## config.mk

```make
export PLATFORM = sky130hd
export DESIGN_NAME = weight_dma_loader
export DESIGN_NICKNAME = d
export VERILOG_FILES = /design/src/rtl/dma_pkg.sv /design/src/rtl/dma_read_issuer.sv /design/src/rtl/weight_dma_loader.sv
export SDC_FILE = /design/constraint.sdc
export NUM_CORES = 1
export LEC_CHECK = 0
export CORE_MARGIN = 2
export CORE_UTILIZATION = 35
export DETAILED_ROUTE_END_ITERATION = 7
export PLACE_DENSITY_LB_ADDON = 0.25
export SLEW_MARGIN = 10
export SYNTH_ARGS = -nofsm -noshare
export SYNTH_HDL_FRONTEND = slang
export SYNTH_SLANG_ARGS = --single-unit
```

## constraint.sdc

```tcl
create_clock -name clk_i -period 3.35 [get_ports clk_i]
set_clock_uncertainty 0.05 [all_clocks]
set_input_delay 0.335 -clock clk_i [delete_from_list [all_inputs] [get_ports clk_i]]
set_output_delay 0.335 -clock clk_i [all_outputs]
set_load 0.01 [all_outputs]
```

## src/rtl/dma_pkg.sv

```systemverilog
// rtl/dma_pkg.sv - shared types, loader bank selects and sizing helper for the weight DMA loader
package dma_pkg;

  typedef enum logic [2:0] {
    IDLE,
    W_FETCH,
    B_FETCH,
    B_WRITE,
    ACK
  } dma_state_e;

  localparam logic [1:0] LSEL_IMG = 2'd0;
  localparam logic [1:0] LSEL_W   = 2'd1;
  localparam logic [1:0] LSEL_B   = 2'd2;

  // Memory beats needed to cover one full bias vector.
  function automatic int bias_beats(input int num_ch, input int b_elem, input int mem_dw);
    return (num_ch * b_elem + mem_dw - 1) / mem_dw;
  endfunction

endpackage

```

## src/rtl/dma_read_issuer.sv

```systemverilog
// rtl/dma_read_issuer.sv - memory read issue counter with outstanding-read credit limit
module dma_read_issuer
  import dma_pkg::*;
#(
  parameter int AW      = 16,
  parameter int CW      = 9,
  parameter int MAX_OUT = 4
) (
  input  logic          clk_i,
  input  logic          rst_sync_n_i,
  input  logic          start_i,
  input  logic          active_i,
  input  logic [AW-1:0] start_addr_i,
  input  logic [CW-1:0] target_i,
  input  logic          gnt_i,
  input  logic          valid_i,
  output logic          req_o,
  output logic [AW-1:0] addr_o,
  output logic          fire_o
);

  localparam int OW = $clog2(MAX_OUT + 1);

  logic [CW-1:0] issued_q;
  logic [CW-1:0] target_q;
  logic [OW-1:0] outst_q;
  logic          retire;

  assign req_o  = active_i && (issued_q < target_q) && (outst_q < OW'(MAX_OUT));
  assign fire_o = req_o && gnt_i;
  // Responses that arrive with no read on the books (after a reset) must not underflow the credit.
  assign retire = valid_i && (outst_q != '0);

  // Issue count/address restart per burst; credits track every accepted read until it returns.
  always_ff @(posedge clk_i) begin
    if (!rst_sync_n_i) begin
      issued_q <= '0;
      target_q <= '0;
      addr_o   <= '0;
      outst_q  <= '0;
    end else begin
      if (start_i) begin
        issued_q <= '0;
        target_q <= target_i;
        addr_o   <= start_addr_i;
      end else if (fire_o) begin
        issued_q <= issued_q + 1'b1;
        addr_o   <= addr_o + 1'b1;
      end
      case ({fire_o, retire})
        2'b10:   outst_q <= outst_q + 1'b1;
        2'b01:   outst_q <= outst_q - 1'b1;
        default: outst_q <= outst_q;
      endcase
    end
  end

endmodule

```

## src/rtl/weight_dma_loader.sv

```systemverilog
// rtl/weight_dma_loader.sv - fetches weight lines and bias vector from memory and drives the loader port
module weight_dma_loader
  import dma_pkg::*;
#(
  parameter int NUM_CH    = 6,
  parameter int W_ELEM    = 8,
  parameter int B_ELEM    = 32,
  parameter int MEM_DW    = 64,
  parameter int MEM_AW    = 16,
  parameter int LD_AW     = 32,
  parameter int MAX_LINES = 256,
  parameter int MAX_OUT   = 4
) (
  input  logic                              clk_i,
  input  logic                              rst_sync_n_i,
  input  logic                              req_load_i,
  input  logic [3:0]                        layer_id_i,
  input  logic [15:0]                       cfg_skip_mask_i,
  input  logic [$clog2(MAX_LINES+1)-1:0]    cfg_w_lines_i,
  input  logic                              cfg_has_bias_i,
  input  logic                              ptr_init_i,
  input  logic [MEM_AW-1:0]                 cfg_w_base_i,
  input  logic [MEM_AW-1:0]                 cfg_b_base_i,
  output logic                              mem_rd_req_o,
  output logic [MEM_AW-1:0]                 mem_rd_addr_o,
  input  logic                              mem_rd_gnt_i,
  input  logic                              mem_rd_valid_i,
  input  logic [MEM_DW-1:0]                 mem_rd_data_i,
  output logic [1:0]                        loader_sel_o,
  output logic                              loader_wen_o,
  output logic [LD_AW-1:0]                  loader_addr_o,
  output logic [NUM_CH-1:0][B_ELEM-1:0]     loader_data_o,
  output logic                              weight_loaded_o,
  output logic                              busy_o,
  output logic                              err_o
);

  localparam int CW  = $clog2(MAX_LINES + 1);
  localparam int BB  = bias_beats(NUM_CH, B_ELEM, MEM_DW);
  localparam int BBW = BB * MEM_DW;

  dma_state_e        state_q, state_d;
  logic [CW-1:0]     lines_q, lines_c, recv_q, target_d;
  logic              has_bias_q, lines_clamped, start_d, fire, fetching;
  logic [MEM_AW-1:0] w_ptr_q, b_ptr_q, w_ptr_eff, b_ptr_eff, start_addr_d;
  logic [BBW-1:0]    bias_buf_q;

  assign lines_clamped   = cfg_w_lines_i > CW'(MAX_LINES);
  assign lines_c         = lines_clamped ? CW'(MAX_LINES) : cfg_w_lines_i;
  // A pointer load in the same cycle as an accepted request takes effect for that request.
  assign w_ptr_eff       = ptr_init_i ? cfg_w_base_i : w_ptr_q;
  assign b_ptr_eff       = ptr_init_i ? cfg_b_base_i : b_ptr_q;
  assign fetching        = (state_q == W_FETCH) || (state_q == B_FETCH);
  assign weight_loaded_o = (state_q == ACK);
  assign busy_o          = (state_q != IDLE);

  dma_read_issuer #(
    .AW      (MEM_AW),
    .CW      (CW),
    .MAX_OUT (MAX_OUT)
  ) u_issuer (
    .clk_i        (clk_i),
    .rst_sync_n_i (rst_sync_n_i),
    .start_i      (start_d),
    .active_i     (fetching),
    .start_addr_i (start_addr_d),
    .target_i     (target_d),
    .gnt_i        (mem_rd_gnt_i),
    .valid_i      (mem_rd_valid_i),
    .req_o        (mem_rd_req_o),
    .addr_o       (mem_rd_addr_o),
    .fire_o       (fire)
  );

  // Next state, plus the burst start (address and beat count) handed to the issuer.
  always_comb begin
    state_d      = state_q;
    start_d      = 1'b0;
    start_addr_d = w_ptr_q;
    target_d     = lines_q;
    case (state_q)
      IDLE: begin
        if (req_load_i) begin
          if (cfg_skip_mask_i[layer_id_i]) begin
            state_d = ACK;
          end else if (lines_c != '0) begin
            state_d      = W_FETCH;
            start_d      = 1'b1;
            start_addr_d = w_ptr_eff;
            target_d     = lines_c;
          end else if (cfg_has_bias_i) begin
            state_d      = B_FETCH;
            start_d      = 1'b1;
            start_addr_d = b_ptr_eff;
            target_d     = CW'(BB);
          end else begin
            state_d = ACK;
          end
        end
      end
      W_FETCH: begin
        if (recv_q == lines_q) begin
          if (has_bias_q) begin
            state_d      = B_FETCH;
            start_d      = 1'b1;
            start_addr_d = b_ptr_q;
            target_d     = CW'(BB);
          end else begin
            state_d = ACK;
          end
        end
      end
      B_FETCH: if (recv_q == CW'(BB)) state_d = B_WRITE;
      B_WRITE: state_d = ACK;
      ACK:     if (!req_load_i) state_d = IDLE;
      default: state_d = IDLE;
    endcase
  end

  // State, latched request config, sticky clamp error, persistent source pointers, response count.
  always_ff @(posedge clk_i) begin
    if (!rst_sync_n_i) begin
      state_q    <= IDLE;
      lines_q    <= '0;
      has_bias_q <= 1'b0;
      err_o      <= 1'b0;
      w_ptr_q    <= '0;
      b_ptr_q    <= '0;
      recv_q     <= '0;
    end else begin
      state_q <= state_d;
      if (state_q == IDLE && req_load_i) begin
        lines_q    <= lines_c;
        has_bias_q <= cfg_has_bias_i;
        if (lines_clamped) err_o <= 1'b1;
      end
      if (state_q == IDLE) begin
        if (ptr_init_i) begin
          w_ptr_q <= cfg_w_base_i;
          b_ptr_q <= cfg_b_base_i;
        end
      end else if (fire && state_q == W_FETCH) begin
        w_ptr_q <= w_ptr_q + 1'b1;
      end else if (fire && state_q == B_FETCH) begin
        b_ptr_q <= b_ptr_q + 1'b1;
      end
      if (start_d) recv_q <= '0;
      else if (fetching && mem_rd_valid_i) recv_q <= recv_q + 1'b1;
    end
  end

  // Bias beat assembly and the registered loader port; the strobe is a single-cycle pulse.
  always_ff @(posedge clk_i) begin
    if (!rst_sync_n_i) begin
      bias_buf_q    <= '0;
      loader_wen_o  <= 1'b0;
      loader_sel_o  <= LSEL_IMG;
      loader_addr_o <= '0;
      loader_data_o <= '0;
    end else begin
      loader_wen_o <= 1'b0;
      if (state_q == B_FETCH && mem_rd_valid_i) begin
        for (int j = 0; j < BB; j++) begin
          if (recv_q == CW'(j)) bias_buf_q[j*MEM_DW +: MEM_DW] <= mem_rd_data_i;
        end
      end
      if (state_q == W_FETCH && mem_rd_valid_i) begin
        loader_wen_o  <= 1'b1;
        loader_sel_o  <= LSEL_W;
        loader_addr_o <= LD_AW'(recv_q);
        for (int k = 0; k < NUM_CH; k++) begin
          loader_data_o[k] <= B_ELEM'(mem_rd_data_i[k*W_ELEM +: W_ELEM]);
        end
      end else if (state_d == B_WRITE) begin
        loader_wen_o  <= 1'b1;
        loader_sel_o  <= LSEL_B;
        loader_addr_o <= '0;
        for (int k = 0; k < NUM_CH; k++) begin
          loader_data_o[k] <= bias_buf_q[k*B_ELEM +: B_ELEM];
        end
      end
    end
  end

endmodule

```

==> impl_metrics.csv <==
group,metric,value,unit
critical_path,crit_arrival,3.43,ns
final_layout,drive_gt1_frac,0.0612,
synthesis,syn_avg_cell_area,7.84,µm²
power,p_leak,8.76,nW
clock_tree,root_buffer,"clkbuf_16",
die,core,56500,µm²
clock_tree,cts_setup_buffers,0,
global_route,grt_pass1_wl,109000,µm
die,die-width,243,µm
timing,fin_crit_sh,0.890,
synthesis,synth_top_flop_cell,"dfxtp_1",
critical_path,crit_type,"flop to flop",
drt,firstDrtPassIters,5,
power,power.density,520,nW/µm²
final_layout,antenna_cells,0,
drt,drc,0,
placement,hpwl,48100,µm
critical_path,cp_max_fo,126,
clock_tree,clk_pin_slew_worst_paths,0.06,ns
drt,met2WireLength,32800,µm
drt,routed.top_layer,"met5",
global_route,grt_max_degree,146,
job,drv_cap,0,
drt,wl_met3,4490,µm
timing,fmax,0.335,GHz
drt,vias,18700,
clock_tree,cts_tree,"yes",
timing,finalMaxSlewViolations,0,
clock_tree,cts_buffers,53,
die,die_area,59100,µm²
timing,slew_headroom,0.395,
power,p_int,0.0102,W
power,seqPwrFrac,0.447,
critical_path,startpoint_type,"flop",
clock_tree,clkLatencyLatePin,0.61,ns
clock_tree,cts.sinks,488,
global_route,antenna_found_initial,1,
placement,placed_cell_area,24200,µm²
timing,tns,0,ns
timing,hold_violations,0,
timing,worst_pin_slew,0.907,ns
drt,met1_length,31600,µm
power,p_sw_frac,0.247,
synthesis,mappedNetlistArea,20000,µm²
die,pin_count,379,
power,p_switching,0.00335,W
global_route,grt-ovfl-total,0,
final_layout,fillers,5489,
drt,ant_nets,0,
critical_path,crit_required,3.80,ns
power,pwr-share-clk,0.463,
synthesis,ys_warn_count,0,
synthesis,synthCells,2552,
critical_path,setup.worst_path.end_class,"flop",
worst_hold_path,hold_depth,3,
die,rows,87,
drt,finalWirelength,71100,µm
timing,setup_viol,0,
status,outcome,"complete, no violations",
timing,finalCriticalPeriod,2.98,ns
global_route,grtUsageTotal,0.233,
drt,drtIter0Drc,1473,
final_layout,design_area,26100,µm²
drt,post_drt_via_cell_ratio,5.18,
timing,rsz0062_at_grt,"no",
synthesis,synth_edf_count,0,
die,die_y,243,µm
drt,routedWlPerCell,19.7,µm
placement,portBuffers,355,
placement,routabilityCongestion,0.864,
die,start_util,0.354,
worst_hold_path,min_path_type,"input port to flop",
power,vdd_drop_max,0.407,mV
clock_tree,cts_max_level,2,
synthesis,async_flop_share,0,
synthesis,seq_area_frac_synth,0.488,
final_layout,syn_to_final_growth,30.4,%
final_layout,final_nets,2968,
synthesis,ys_types,68,
critical_path,r2r_cells,7,
power,combPwrFrac,0.089,
synthesis,synth_seq_cells,488,
global_route,grt_pass1_vias,18100,
clock_tree,cts_buffer_depth,3,
-- Yosys cell counts (all sizes together), types with 5 or more instances --
library cell,number,share of area
nand3,37,0.0093
a21oi,402,0.10
clkbuf,131,0.025
xnor2,13,0.0057
ha,17,0.011
nand4,15,0.0047
mux2i,17,0.0085
a311oi,59,0.026
and3,19,0.0059
a31oi,10,0.0031
o22ai,10,0.0031
nor4,6,0.0022
dfxtp,488,0.49
mux2,10,0.0056
nor3,18,0.0056
and2,17,0.0053
a22oi,8,0.0030
inv,28,0.0053
o21ai,33,0.0083
nor2,141,0.027
nand2,843,0.16
a211oi,23,0.0089
o21a,5,0.0019
a221oi,5,0.0028
or2,5,0.0016
nor3b,17,0.0066
buf,81,0.024
xor2,33,0.014
o211ai,10,0.0038
-- kinds of logic after synthesis --
group	count (synthesis)	share of synthesized area
simple gates	1138	0.234
compound gates	590	0.173
flops	488	0.488
buf+inv	240	0.0536
xor+xnor	46	0.0201
mux	31	0.0194
fa+ha+maj	18	0.0116
other cells	1	0.000187
-- flip-flops by register name (all words and copies together) (netlist names) --
name,count
u_issuer.target_q,9
loader_data_o,192
err_o,1
u_issuer.addr_o,16
state_q,3
bias_buf_q,192
recv_q,9
has_bias_q,1
b_ptr_q,16
u_issuer.outst_q,3
loader_wen_o,1
w_ptr_q,16
lines_q,9
loader_addr_o,9
loader_sel_o,2
u_issuer.issued_q,9
-- final timing paths --
path                           from          endpoint  slack (ns)
setup / recovery         state_q[1]  loader_data_o[3]        0.37
hold / removal    mem_rd_data_i[53]    bias_buf_q[53]        0.31
setup reg to reg         state_q[1]  loader_data_o[3]        0.37
hold reg to reg               err_o             err_o        0.39
-- per-layer routing --
layer / vias up / track usage
li1: 9059 / -
met1: 9029 / 0.311
met2: 544 / 0.378
met3: 115 / 0.0466
met4: 2 / 0.0754
met5: - / 0
-- stage by stage --
stage                     worst slack [ns]  total power, W  cells  hold WS [ns]  utilization
after detailed placement             0.139         0.00740   3519         0.390        0.429
after floorplan                      0.291         0.00677   2574         0.382            -
after global placement               0.218         0.00739   3519         0.388        0.429
after global routing                0.0549          0.0140   3617         0.284        0.462
after CTS                           0.0385          0.0137   3617         0.274        0.462
final                                0.369          0.0136   3617         0.313        0.462
-- layout make-up --
type	instances	area, µm²	share of cell area
inverters	28	113	0.00432
clock buffers	74	1520	0.0581
well taps	756	946	0.0363
flip-flops and latches	488	9770	0.374
multi-input cells	1846	9300	0.356
repair buffers	401	4090	0.157
clock inverters	24	360	0.0138
-- what timing repair did --
item | 4_1_cts | 5_1_grt
setup endpoints to repair | 0 | 1
gates resized for setup | 0 | 2
hold buffers | 0 | 0
-- power by group through the flow --
stage	Combinational [W]	Clock (W)	Sequential (W)
2_1_floorplan	0.000615	0	0.00616
3_3_place_gp	0.00120	0	0.00619
3_5_place_dp	0.00121	0	0.00620
4_1_cts	0.00122	0.00640	0.00607
5_1_grt	0.00130	0.00665	0.00608
6_report	0.00121	0.00629	0.00607
-- critical path, stage by stage, from the launching register on --
cell	delay [ns]
dfxtp_1	0.54
nor3b_1	0.42
nand2_1	0.12
nor4_2	0.48
and2_4	0.29
buf_12	0.39
nand2_1	0.13
a311oi_1	0.31
-- layout by cell type, fill, tap and decap left out, types with 16 or more instances in the layout --
master,synthesis,layout
and3_1,19,16
xor2_1,33,33
clkdlybuf4s50_1,0,354
a311oi_1,59,59
dfxtp_1,488,487
clkbuf_16,0,54
a211oi_1,22,22
o21ai_0,33,33
mux2i_1,17,17
nor3b_1,16,16
a21oi_1,402,402
nor2_1,139,139
ha_1,17,17
inv_1,28,27
nand3_1,37,37
nand2_1,843,837
buf_4,24,31
conb_1,1,23
No activity file was read; power rests on OpenSTA's default activity.
